==> config.mk <==
export PLATFORM = sky130hd
export DESIGN_NAME = arbitro_rr4_flat
export DESIGN_NICKNAME = d
export VERILOG_FILES = /design/src/rtl/arbitro_rr4_pkg.sv /design/src/rtl/arbitro_rr4_if.sv /design/src/rtl/arbitro_rr4_decod24_en.sv /design/src/rtl/arbitro_rr4.sv /design/src/flat_wrapper.sv
export SDC_FILE = /design/constraint.sdc
export NUM_CORES = 1
export LEC_CHECK = 0
export ABC_CLOCK_PERIOD_IN_PS = 2000
export CAP_MARGIN = 0
export CORE_MARGIN = 2
export CORE_UTILIZATION = 27
export CTS_CLUSTER_SIZE = 8
export DETAILED_ROUTE_END_ITERATION = 16
export PLACE_DENSITY = 0.46
export SYNTH_ARGS = -nofsm -noshare
export SYNTH_HDL_FRONTEND = slang
export SYNTH_SLANG_ARGS = --single-unit
export TNS_END_PERCENT = 30
==> constraint.sdc <==
create_clock -name clk -period 2 [get_ports clk]
set_input_delay 0.4 -clock clk [delete_from_list [all_inputs] [get_ports clk]]
set_output_delay 0.4 -clock clk [all_outputs]
set_load 0.01 [all_outputs]
==> src/rtl/arbitro_rr4_pkg.sv <==
// arb_pkg: shared types, constants and the circular priority search used by
// the four-requester round-robin arbiter.
//   state_t   : arbiter FSM states (IDLE, GRANT, RELEASE)
//   N_REQ     : number of requesters
//   IDX_W     : width of a requester index
//   next_idx  : first set request bit searching ptr, ptr+1, ptr+2, ptr+3 (mod 4)
package arb_pkg;

    localparam int N_REQ = 4;
    localparam int IDX_W = 2;

    typedef enum logic [1:0] {
        IDLE,
        GRANT,
        RELEASE
    } state_t;

    // Returns ptr itself when no bit is set; callers only use the result when
    // at least one request is pending.
    function automatic logic [IDX_W-1:0] next_idx(
        input logic [IDX_W-1:0] ptr,
        input logic [N_REQ-1:0] req
    );
        logic [IDX_W-1:0] result;
        logic [IDX_W-1:0] cand;
        logic             found;
        result = ptr;
        found  = 1'b0;
        for (int unsigned i = 0; i < N_REQ; i++) begin
            cand = ptr + IDX_W'(i);
            if (!found && req[cand]) begin
                result = cand;
                found  = 1'b1;
            end
        end
        return result;
    endfunction

endpackage

==> src/rtl/arbitro_rr4_if.sv <==
// arbitro_rr4_if: request/grant bundle between the requesters and the arbiter.
//   req       : request vector, bit i held high while requester i wants/uses the slot
//   gnt       : one-hot grant (all zero when nobody owns the slot)
//   gnt_idx   : index of the current or last owner
//   gnt_valid : a grant is active
//   preempt   : one-cycle pulse when the hold limit revokes a grant
// Modports: master = requester side, slave = arbiter side.
interface arbitro_rr4_if;
    import arb_pkg::*;

    logic [N_REQ-1:0] req;
    logic [N_REQ-1:0] gnt;
    logic [IDX_W-1:0] gnt_idx;
    logic             gnt_valid;
    logic             preempt;

    modport master (
        output req,
        input  gnt,
        input  gnt_idx,
        input  gnt_valid,
        input  preempt
    );

    modport slave (
        input  req,
        output gnt,
        output gnt_idx,
        output gnt_valid,
        output preempt
    );

endinterface

==> src/rtl/arbitro_rr4_decod24_en.sv <==
// decod24_en: plain 2-to-4 decoder with enable.
//   idx : index to decode
//   en  : when low, all outputs are zero
//   y   : one-hot output (y[idx] = en)
module decod24_en (
    input  logic [1:0] idx,
    input  logic       en,
    output logic [3:0] y
);

    always_comb begin
        y = '0;
        if (en) begin
            y[idx] = 1'b1;
        end
    end

endmodule

==> src/rtl/arbitro_rr4.sv <==
// arbitro_rr4: four-requester round-robin arbiter with optional hold limit.
// The winner index and valid flag are registered; the one-hot grant is decoded
// from them. Each release is followed by exactly one dead cycle before the
// next arbitration, and the priority pointer moves past the released owner.
// Parameters:
//   MAX_HOLD : consecutive grant cycles before a forced rotation when others
//              are waiting; 0 disables the limit
//   CNT_W    : hold counter width, 2**CNT_W must exceed MAX_HOLD
// Ports:
//   clk   : rising-edge clock
//   rst_n : asynchronous active-low reset
//   bus   : arbitro_rr4_if.slave (req in; gnt, gnt_idx, gnt_valid, preempt out)
module arbitro_rr4
    import arb_pkg::*;
#(
    parameter int MAX_HOLD = 8,
    parameter int CNT_W    = 4
) (
    input  logic          clk,
    input  logic          rst_n,
    arbitro_rr4_if.slave  bus
);

    localparam logic [CNT_W-1:0] HOLD_SAT  = CNT_W'(MAX_HOLD);
    localparam logic [CNT_W-1:0] HOLD_LAST = CNT_W'((MAX_HOLD == 0) ? 0 : MAX_HOLD - 1);

    state_t           state;
    logic [IDX_W-1:0] gnt_idx;
    logic             gnt_valid;
    logic             preempt;
    logic [IDX_W-1:0] ptr;
    logic [CNT_W-1:0] hold_cnt;

    logic [N_REQ-1:0] gnt_dec;
    logic             own_req;
    logic             others_waiting;
    logic             limit_hit;

    decod24_en u_dec (
        .idx (gnt_idx),
        .en  (gnt_valid),
        .y   (gnt_dec)
    );

    // In GRANT, gnt_dec is exactly the owner's bit, so masking it out of req
    // leaves only the competing requesters.
    always_comb begin
        own_req        = bus.req[gnt_idx];
        others_waiting = |(bus.req & ~gnt_dec);
        // >= rather than == so that once the counter has saturated, a late
        // arriving requester preempts on its first sampled cycle.
        limit_hit      = (MAX_HOLD != 0) && (hold_cnt >= HOLD_LAST);
    end

    always_ff @(posedge clk or negedge rst_n) begin
        if (!rst_n) begin
            state     <= IDLE;
            gnt_idx   <= '0;
            gnt_valid <= 1'b0;
            preempt   <= 1'b0;
            ptr       <= '0;
            hold_cnt  <= '0;
        end else begin
            preempt <= 1'b0;
            case (state)
                IDLE: begin
                    if (|bus.req) begin
                        gnt_idx   <= next_idx(ptr, bus.req);
                        gnt_valid <= 1'b1;
                        hold_cnt  <= '0;
                        state     <= GRANT;
                    end
                end
                GRANT: begin
                    if (hold_cnt != HOLD_SAT) begin
                        hold_cnt <= hold_cnt + CNT_W'(1);
                    end
                    // Normal release is tested first so it wins over the
                    // hold limit and never produces a preempt pulse.
                    if (!own_req) begin
                        gnt_valid <= 1'b0;
                        ptr       <= gnt_idx + IDX_W'(1);
                        state     <= RELEASE;
                    end else if (limit_hit && others_waiting) begin
                        preempt   <= 1'b1;
                        gnt_valid <= 1'b0;
                        ptr       <= gnt_idx + IDX_W'(1);
                        state     <= RELEASE;
                    end
                end
                RELEASE: begin
                    state <= IDLE;
                end
                default: begin
                    state <= IDLE;
                end
            endcase
        end
    end

    assign bus.gnt       = gnt_dec;
    assign bus.gnt_idx   = gnt_idx;
    assign bus.gnt_valid = gnt_valid;
    assign bus.preempt   = preempt;

endmodule

==> src/flat_wrapper.sv <==
// flat-port wrapper written by rule: the top's interface ports become plain ports
module arbitro_rr4_flat import arb_pkg::*;
#(
    parameter int MAX_HOLD = 8,
    parameter int CNT_W    = 4
)
  (clk, rst_n, bus_req, bus_gnt, bus_gnt_idx, bus_gnt_valid, bus_preempt);
  arbitro_rr4_if bus_i ();
  input  logic clk;
  input  logic rst_n;
  input wire logic [$bits(bus_i.req)-1:0] bus_req;
  output wire logic [$bits(bus_i.gnt)-1:0] bus_gnt;
  output wire logic [$bits(bus_i.gnt_idx)-1:0] bus_gnt_idx;
  output wire logic [$bits(bus_i.gnt_valid)-1:0] bus_gnt_valid;
  output wire logic [$bits(bus_i.preempt)-1:0] bus_preempt;
  assign bus_i.req = bus_req;
  assign bus_gnt = bus_i.gnt;
  assign bus_gnt_idx = bus_i.gnt_idx;
  assign bus_gnt_valid = bus_i.gnt_valid;
  assign bus_preempt = bus_i.preempt;
  arbitro_rr4 #(.MAX_HOLD(MAX_HOLD), .CNT_W(CNT_W)) u_core (.clk(clk), .rst_n(rst_n), .bus(bus_i));
endmodule
==> results of run 1 <==
==> layout by cell type, fill, tap and decap left out, types with 3 or more instances in the layout <==
cell type        synthesis  final
a21oi_1                  7      7
clkdlybuf4s50_1          0      9
dfrtp_1                 12     12
nand2_1                  6      6
nand2b_1                 3      3
nor2_1                   3      3
ha_1                     6      6
buf_4                    0     19
and2_1                   4      4
inv_1                    6      4
nor2b_1                  5      5
clkbuf_4                 0      3
dlygate4sd2_1            0      3
nand3_1                  3      3
o21ai_0                  3      3
==> power breakdown <==
group	switching (mW)	total, mW	internal (mW)
registers	0.113	0.456	0.342
clock network	0.0750	0.145	0.0696
logic	0.399	0.877	0.478
total	0.587	1.48	0.890
==> layer usage <==
metal	vias to the layer above	routed length (um)	track usage (%)
met4	0	0	2.922
met5	-	0	0
li1	366	-	-
met1	332	912	16.46
met2	6	892	20.87
met3	0	46	3.956
==> worst max-delay path: cells and delay by family, from the launching register on <==
kind	cells	cell delay, ps
fa+ha+maj	1	190
flops	1	400
simple gates	1	150
buf+inv	2	430
==> worst max-delay path by stage <==
stage / to / cells past startpoint / slack (ps)
2_1_floorplan: u_core.ptr[1] / 6 / 300
3_3_place_gp: u_core.bus.gnt_idx[1] / 7 / -40
3_5_place_dp: u_core.ptr[1] / 5 / -40
4_1_cts: bus_gnt[0] / 4 / -20
5_1_grt: bus_gnt[3] / 4 / 80
6_report: bus_gnt[1] / 4 / 160
==> per-stage QoR <==
step / utilization (%) / setup slack [ps]
2_1_floorplan: - / 300.0
3_3_place_gp: 37.78 / -36.51
4_1_cts: 39.52 / -24.58
5_1_grt: 39.88 / 83.08
3_5_place_dp: 37.78 / -39.21
6_report: 39.88 / 158.3
==> synth_stat cells, types with 2 or more instances <==
cell       n  share of area (%)
a21oi_1    7                4.3
and2_1     4                3.1
o21ai_1    2                1.2
mux2i_1    2                2.5
nand2b_1   3                2.3
dfrtp_1   12                 37
o21ai_0    3                1.9
nor3_1     2                1.2
nand2_1    6                2.8
ha_1       6                9.3
nand3_1    3                1.9
inv_1      6                2.8
nor2b_1    5                3.9
nor2_1     3                1.4
==> area by class of cell <==
type                            instances  area (um2)  share of cell area (%)
Multi-Input combinational cell         65       462.9                   41.39
Sequential cell                        12       300.3                   26.85
Timing Repair Buffer                   32       271.5                   24.27
Tap cell                               31       38.79                   3.468
Clock buffer                            3       22.52                   2.013
Inverter                                6       22.52                   2.013
==> cell families after synthesis <==
kind of cell,share of synthesized area [%]
and+or+nand+nor,21.43
AOI/OAI and AO/OA,18.48
DFF,37.27
buffers and inverters,5.278
adders and majority gates,9.317
muxes,7.142
xor gates and xnor gates,1.087
==> flip-flops by register name (all words and copies together), names as in the netlist <==
name	count
u_core.bus.gnt_idx	2
u_core.bus.gnt_valid	1
u_core.state	2
u_core.ptr	2
u_core.hold_cnt	4
u_core.bus.preempt	1
==> timing repair <==
action                     CTS  global route
pin swaps                    0             0
setup endpoints to repair    4             1
resized for setup            4             2
buffers inserted             4             1
hold buffers                 0             0
==> flow_summary.toml, run 1 <==
[run_status]
status = "complete, no violations"

[synthesis]
syn_area_um2 = 805.8
synthArstFlopShare_pct = 100.0
synth_edf_count = 0
synth_top_flop_cell = "dfrtp_1"
syn_inst = 86
synth_cell_types = 36
yosys_warnings = 0
yosysSeqAreaShare_pct = 37.27
synth.avg_cell_area_um2 = 9.369
ys_ff_latch = 12
synth_nets = 98

[sta]
fin_skew_ps = 11.09
fin_crit_sh_pct = 92.09
setup_viol = 0
grt_setup_unrepaired = "false"
timing.hold.ws_ps = 472.8
slew_headroom_pct = 64.29
tightest_slew_ps = 534.6
hold_viol_final = 0
fmax_ghz = 0.5430
period_needed_ps = 1842
fin_tns_setup_ps = 0
maxSlewViolCount = 0

[detailed_routing]
drt_iter0_drc = 8
wl_per_cell_um = 12.42
drc = 0
wl_um = 1851
dr.pass1.iters = 2
postRouteAntennaNets = 0
vias = 704
viasPerCell = 4.725

[clock_tree]
clock_latency_ps = 270
cts_tree = "built"
cts_root_buf = "clkbuf_4"
cts_max_path_buffers = 2
numCtsBuffers = 3
cts-htree-levels = 1
clkTransAtPathRegs_ps = 80
clock-sinks = 12

[worst_setup_path]
crit_fanout = 3
r2r_cells = 6
worstPathRequired_ps = 1600
crit_slowest_cell = "dfrtp_1"
cp-end-kind = "output port"
crit_type = "register to output port"
startpoint = "u_core.bus.gnt_idx[0]"
path_cells = "buf_4 -> ha_1 -> and2_1 -> dlygate4sd2_1"
reg2reg_slack_ps = 270
timing.rr.end = "u_core.ptr[1]"
rr_startpoint = "u_core.bus.gnt_idx[0]"
cp-start-kind = "register"
critical-path-max-stage-delay_ps = 400
worstPathArrival_ps = 1440

[floorplan]
io_pins = 14
die_area_um2 = 3437
fp-row-count = 19
core_um2 = 2805
die_y_um = 58.63
die_x_um = 58.63
start_util_pct = 28.72

[place]
place_area_um2 = 1060
gp_congestion = 0.8389
portBuffers = 13
dp.cells = 141
detailed_place_hpwl_um = 1455

[cells_and_area]
n_antenna_cell = 0
fin_area_um2 = 1119
n_fill_cell = 293
areaGrowthSynthToFinish_pct = 38.82
final_nets = 132
layout-drive-gt1-share_pct = 24.58
instances_no_fill = 149

[grt]
grt_max_degree = 13
grt-ovfl-total = 0
antenna_found_initial = 0
grt_usage_pct = 12.72
grt_pass1_wl_um = 3305
grt_pass1_vias = 727

[pwr]
total_power_mw = 1.477
powerDensity_nw_per_um2 = 1321
leakage_nw = 0.5560
peakVddDrop_mv = 0.6076

[worst_hold_path]
min-delay-path-class = "primary input to async pin"

[run]
drv_cap = 0
Note: power is estimated with default switching activity, not from simulation.
==> run 2: changes to the inputs <==
--- a/config.mk
+++ b/config.mk
@@ -5,13 +5,14 @@
 export SDC_FILE = /design/constraint.sdc
 export NUM_CORES = 1
 export LEC_CHECK = 0
-export ABC_CLOCK_PERIOD_IN_PS = 2000
+export ABC_CLOCK_PERIOD_IN_PS = 2280
 export CAP_MARGIN = 0
 export CORE_MARGIN = 2
 export CORE_UTILIZATION = 27
 export CTS_CLUSTER_SIZE = 8
 export DETAILED_ROUTE_END_ITERATION = 16
 export PLACE_DENSITY = 0.46
+export SETUP_SLACK_MARGIN = 0.15
 export SYNTH_ARGS = -nofsm -noshare
 export SYNTH_HDL_FRONTEND = slang
 export SYNTH_SLANG_ARGS = --single-unit
==> constraint.sdc (replaced) <==
create_clock -name clk -period 2.28 [get_ports clk]
set_input_delay 0.456 -clock clk [delete_from_list [all_inputs] [get_ports clk]]
set_output_delay 0.456 -clock clk [all_outputs]
set_load 0.01 [all_outputs]
==> run 2 against run 1 <==
Core utilization down 3.3 points. Critical endpoint is now bus_gnt[3]. Non-clock buffer count down 13. First-iteration DRC count up 100%.
==> flow_summary.toml, run 2 (same netlist as run 1, synthesis figures left out) <==
[run_status]
status = "complete, no violations"

[worst_setup_path]
reg2reg_slack_ps = 530
worstPathArrival_ps = 1620
critical-path-max-stage-delay_ps = 470
cp_num_buf_inv = 2
crit_type = "register to output port"
crit_slowest_cell = "clkdlybuf4s50_1"
worstPathRequired_ps = 1820
cp-start-kind = "register"
cp-end-kind = "output port"
crit_family = "buffers and inverters"
path_cells = "buf_4 -> ha_1 -> and2_1 -> clkdlybuf4s50_1"
crit_fanout = 3

[cells_and_area]
layout_commonest_cell = "clkdlybuf4s50_1"
final_nets = 119
n_antenna_cell = 0
seqCellArea_um2 = 301.5
n_fill_cell = 282
regMostFlops = "u_core.hold_cnt"
post-route-util_pct = 36.57
largest_reg_flops = 4
layout-drive-gt1-share_pct = 15.24
multi_input_area_um2 = 462.9
final_cell_mix = "clkdlybuf4s50_1 (12), dfrtp_1 (11), a21oi_1 (7)"
areaGrowthSynthToFinish_pct = 27.33

[floorplan]
core_um2 = 2805
io_pins = 14
die_y_um = 58.63
die_area_um2 = 3437
fp-row-count = 19
start_util_pct = 28.72
die_x_um = 58.63

[grt]
grt_usage_pct = 11.76
grt-ovfl-total = 0
grt_pass1_vias = 620
grt_max_degree = 13
grt_pass1_wl_um = 3056
antenna_found_initial = 0

[place]
portBuffers = 13
detailed_place_hpwl_um = 1372
gp_congestion = 0.7771
post-place-ws_ps = 11.14

[clock_tree]
cts_root_buf = "clkbuf_4"
cts_hold_buf = 0
numCtsBuffers = 3
clock-sinks = 12
cts_tree = "built"
clock_latency_ps = 270
clkTransAtPathRegs_ps = 80
cts_max_path_buffers = 2
cts-htree-levels = 1

[detailed_routing]
vias = 680
postRouteAntennaNets = 0
wl_um = 1728
drt_iter0_drc = 16
drc = 0
dr.pass1.iters = 4
viasPerCell = 5.000
wl_per_cell_um = 12.71

[sta]
tightest_slew_ps = 537.2
maxSlewViolCount = 0
period_needed_ps = 2071
fmax_ghz = 0.4828
fin_tns_setup_ps = 0
slew_headroom_pct = 64.08
grt_setup_unrepaired = "true"
setup_viol = 0
hold_viol_final = 0
fin_crit_sh_pct = 90.84
fin_skew_ps = 8.492
setup_slack_ps = 208.9

[run]
drv_cap = 0

[pwr]
leakage_nw = 0.4800
powerDensity_nw_per_um2 = 1196
peakVddDrop_mv = 0.5114
total_power_mw = 1.228

[worst_hold_path]
min-delay-path-class = "primary input to async pin"
## run 2: cell count changes in the layout (fill, tap and decap cells not counted), sizes merged
cell and delta:
clkdlybuf4s50 +3, buf -13, dlygate4sd2 -3
## run 2: final timing paths
check | start | to | depth (start not counted)
setup / recovery | u_core.bus.gnt_idx[1] | bus_gnt[3] | 4
hold / removal | rst_n | u_core.ptr[1] | 1
setup reg to reg | u_core.hold_cnt[0] | u_core.ptr[1] | 5
hold reg to reg | u_core.hold_cnt[0] | u_core.hold_cnt[0] | 1
max in group asynchronous | rst_n | u_core.bus.gnt_idx[0] | 1
min in group clk | u_core.hold_cnt[0] | u_core.hold_cnt[0] | 1
## run 2: power breakdown
group	switching (mW)	internal, mW	leakage, nW	total [mW]
Combinational	0.322	0.373	0.319	0.696
Sequential	0.103	0.302	0.147	0.405
Clock	0.0661	0.0610	0.0138	0.127
Total	0.491	0.737	0.480	1.23
## run 2: what timing repair did
item	CTS	global route
cloned	0	0
resized for setup	1	2
endpoints found under the setup margin	3	4
buffers inserted	2	0
## run 2: layout make-up
cell class / count / area share (%)
flip-flops and latches: 12 / 29.39
repair buffers: 19 / 17.32
clock buffers: 3 / 2.195
multi-input cells: 65 / 45.12
inverters: 6 / 2.195
well taps: 31 / 3.781
## run 2: worst reg2reg max path, delay by kind of cell, from the launching register on
family | cells | cell delay [ps]
muxes | 1 | 320
AOI/OAI and AO/OA | 3 | 670
adders and majority gates | 1 | 240
DFF | 1 | 420
## run 2: through the flow
step | hold WS (ps) | std cells | instance area (um2)
finish | 533.1 | 136 | 1026
global route | 580.3 | 136 | 1026
CTS | 569.2 | 136 | 1022
detailed placement | 552.2 | 131 | 984.7
global placement | 540.7 | 131 | 984.7
floorplan | 160.4 | 86 | 805.8
## run 2: metal layers
layer  global-route usage, %  part of all wire (%)
met5                       0                     0
met4                   2.922                     0
met3                   4.176                   4.9
met2                   18.14                    48
met1                   15.82                    47
==> run 3: changes to the inputs <==
--- a/config.mk
+++ b/config.mk
@@ -8,10 +8,11 @@
 export ABC_CLOCK_PERIOD_IN_PS = 2280
 export CAP_MARGIN = 0
 export CORE_MARGIN = 2
-export CORE_UTILIZATION = 27
+export CORE_UTILIZATION = 51
 export CTS_CLUSTER_SIZE = 8
 export DETAILED_ROUTE_END_ITERATION = 16
-export PLACE_DENSITY = 0.46
+export MAX_ROUTING_LAYER = met4
+export PLACE_DENSITY = 0.77
 export SETUP_SLACK_MARGIN = 0.15
 export SYNTH_ARGS = -nofsm -noshare
 export SYNTH_HDL_FRONTEND = slang
==> run 3 against run 2 <==
Total power down 2.6%. Register-to-register slack barely moved. Maximum frequency shrank 0.22%. Core utilization is 30 points higher. First-iteration DRC count rose by 100%. Via count grew 0.74%. Clock-buffer cell count did not move. Sequential cell count is the same. Clock power down 5%. Non-clock buffer count decreased by 3. Wire length rose by 1.0%. Combinational power down 5.3%. Critical path type unchanged. Highest routed layer is now met4.
==> flow_summary.toml, run 3 (same netlist as run 1, synthesis figures left out) <==
[run_status]
status = "complete, no violations"

[cells_and_area]
n_fill_cell = 130
regMostFlops = "u_core.hold_cnt"
largest_reg_flops = 4
n_antenna_cell = 0
multi_input_area_um2 = 462.9
fin_area_um2 = 985.9
layout-drive-gt1-share_pct = 13.73
final_nets = 116
final_cell_mix = "clkdlybuf4s50_1 (12), dfrtp_1 (10), a21oi_1 (7), nand2_1 (6), ha_1 (6)"
instances_no_fill = 118
seqCellArea_um2 = 302.8
areaGrowthSynthToFinish_pct = 22.36
layout_commonest_cell = "clkdlybuf4s50_1"

[floorplan]
die_area_um2 = 1914
die_x_um = 43.75
start_util_pct = 54.12
fp-row-count = 14
io_pins = 14
die_y_um = 43.75
core_um2 = 1489

[sta]
grt_setup_unrepaired = "true"
tightest_slew_ps = 544.7
slew_headroom_pct = 63.61
setup_viol = 0
fmax_ghz = 0.4817
fin_tns_setup_ps = 0
fin_skew_ps = 1.272
hold_viol_final = 0
maxSlewViolCount = 0
fin_crit_sh_pct = 91.04
period_needed_ps = 2076

[detailed_routing]
postRouteAntennaNets = 0
vias = 685
dr.pass1.iters = 6
wl_um = 1746
wl_per_cell_um = 14.80
viasPerCell = 5.805
drc = 0
drt_iter0_drc = 32

[pwr]
peakVddDrop_mv = 0.7803
powerDensity_nw_per_um2 = 1213
leakage_nw = 0.4668

[worst_setup_path]
crit_fanout = 5
worstPathArrival_ps = 1620
cp-end-kind = "output port"
crit_type = "register to output port"
cp-start-kind = "register"
worstPathRequired_ps = 1820

[grt]
grt_usage_pct = 22.03
grt-ovfl-total = 0
grt_pass1_vias = 658
grt_pass1_wl_um = 2980
antenna_found_initial = 0
grt_max_degree = 13

[place]
place_area_um2 = 950.9
dp.cells = 114
portBuffers = 13
detailed_place_hpwl_um = 1384
gp_congestion = 0.9142

[clock_tree]
clkTransAtPathRegs_ps = 60
clock_latency_ps = 260
cts-htree-levels = 1
cts_tree = "built"
cts_hold_buf = 0
numCtsBuffers = 3
cts_max_path_buffers = 2
clock-sinks = 12
cts_root_buf = "clkbuf_4"

[run]
drv_cap = 0

[worst_hold_path]
min-delay-path-class = "primary input to async pin"
## run 3: routing by layer
| metal | GRT usage, % | wire length, um |
|---|---|---|
| met2 | 33.53 | 834 |
| met3 | 7.917 | 102 |
| met4 | 5.455 | 14 |
| met1 | 27.93 | 795 |
| met5 | - | 0 |
## run 3: stage by stage
| stage | util (%) | power (mW) | hold slack, ps | setup slack [ps] |
|---|---|---|---|---|
| global placement | 63.87 | 1.033 | 528.2 | 122.4 |
| global route | 66.22 | 1.289 | 573.6 | 116.6 |
| CTS | 65.97 | 1.190 | 542.5 | 151.5 |
| floorplan | - | 0.8140 | 160.4 | 580.0 |
| finish | 66.22 | 1.195 | 528.6 | 204.2 |
| detailed placement | 63.87 | 1.053 | 544.2 | 125.2 |
## run 3: cell type report
cell class                      count  share of cell area [%]
Clock buffer                        3                   2.284
Inverter                            6                   2.284
Multi-Input combinational cell     65                   46.95
Sequential cell                    12                   30.71
Tap cell                           16                   2.030
Timing Repair Buffer               16                   15.74
## run 3: timing repair
item	in CTS	in global routing
gates resized for setup	1	3
endpoints found under the setup margin	2	3
pin swaps	0	0
setup buffers	1	0
## run 3: critical path, cell delays in order, from the launching register on
cell and delay [ps]:
dfrtp_2 440, inv_1 110, ha_1 160, and2_1 120
clkdlybuf4s50_1 520
## run 3: final timing paths
kind | from | slack [ps] | end | cells after the start
max | u_core.bus.gnt_idx[1] | 200 | bus_gnt[1] | 4
min | rst_n | 530 | u_core.bus.preempt | 1
max reg2reg | u_core.hold_cnt[0] | 540 | u_core.ptr[1] | 5
min reg2reg | u_core.hold_cnt[1] | 550 | u_core.hold_cnt[1] | 2
max in group asynchronous | rst_n | 1390 | u_core.bus.gnt_idx[1] | 1
min in group clk | u_core.hold_cnt[1] | 550 | u_core.hold_cnt[1] | 2
## run 3: report_power, final
| part | leakage [nW] | internal [mW] | switching (mW) |
|---|---|---|---|
| clock network | 0.0138 | 0.0610 | 0.0603 |
| logic | 0.306 | 0.335 | 0.324 |
| registers | 0.147 | 0.304 | 0.111 |
| total | 0.467 | 0.700 | 0.495 |
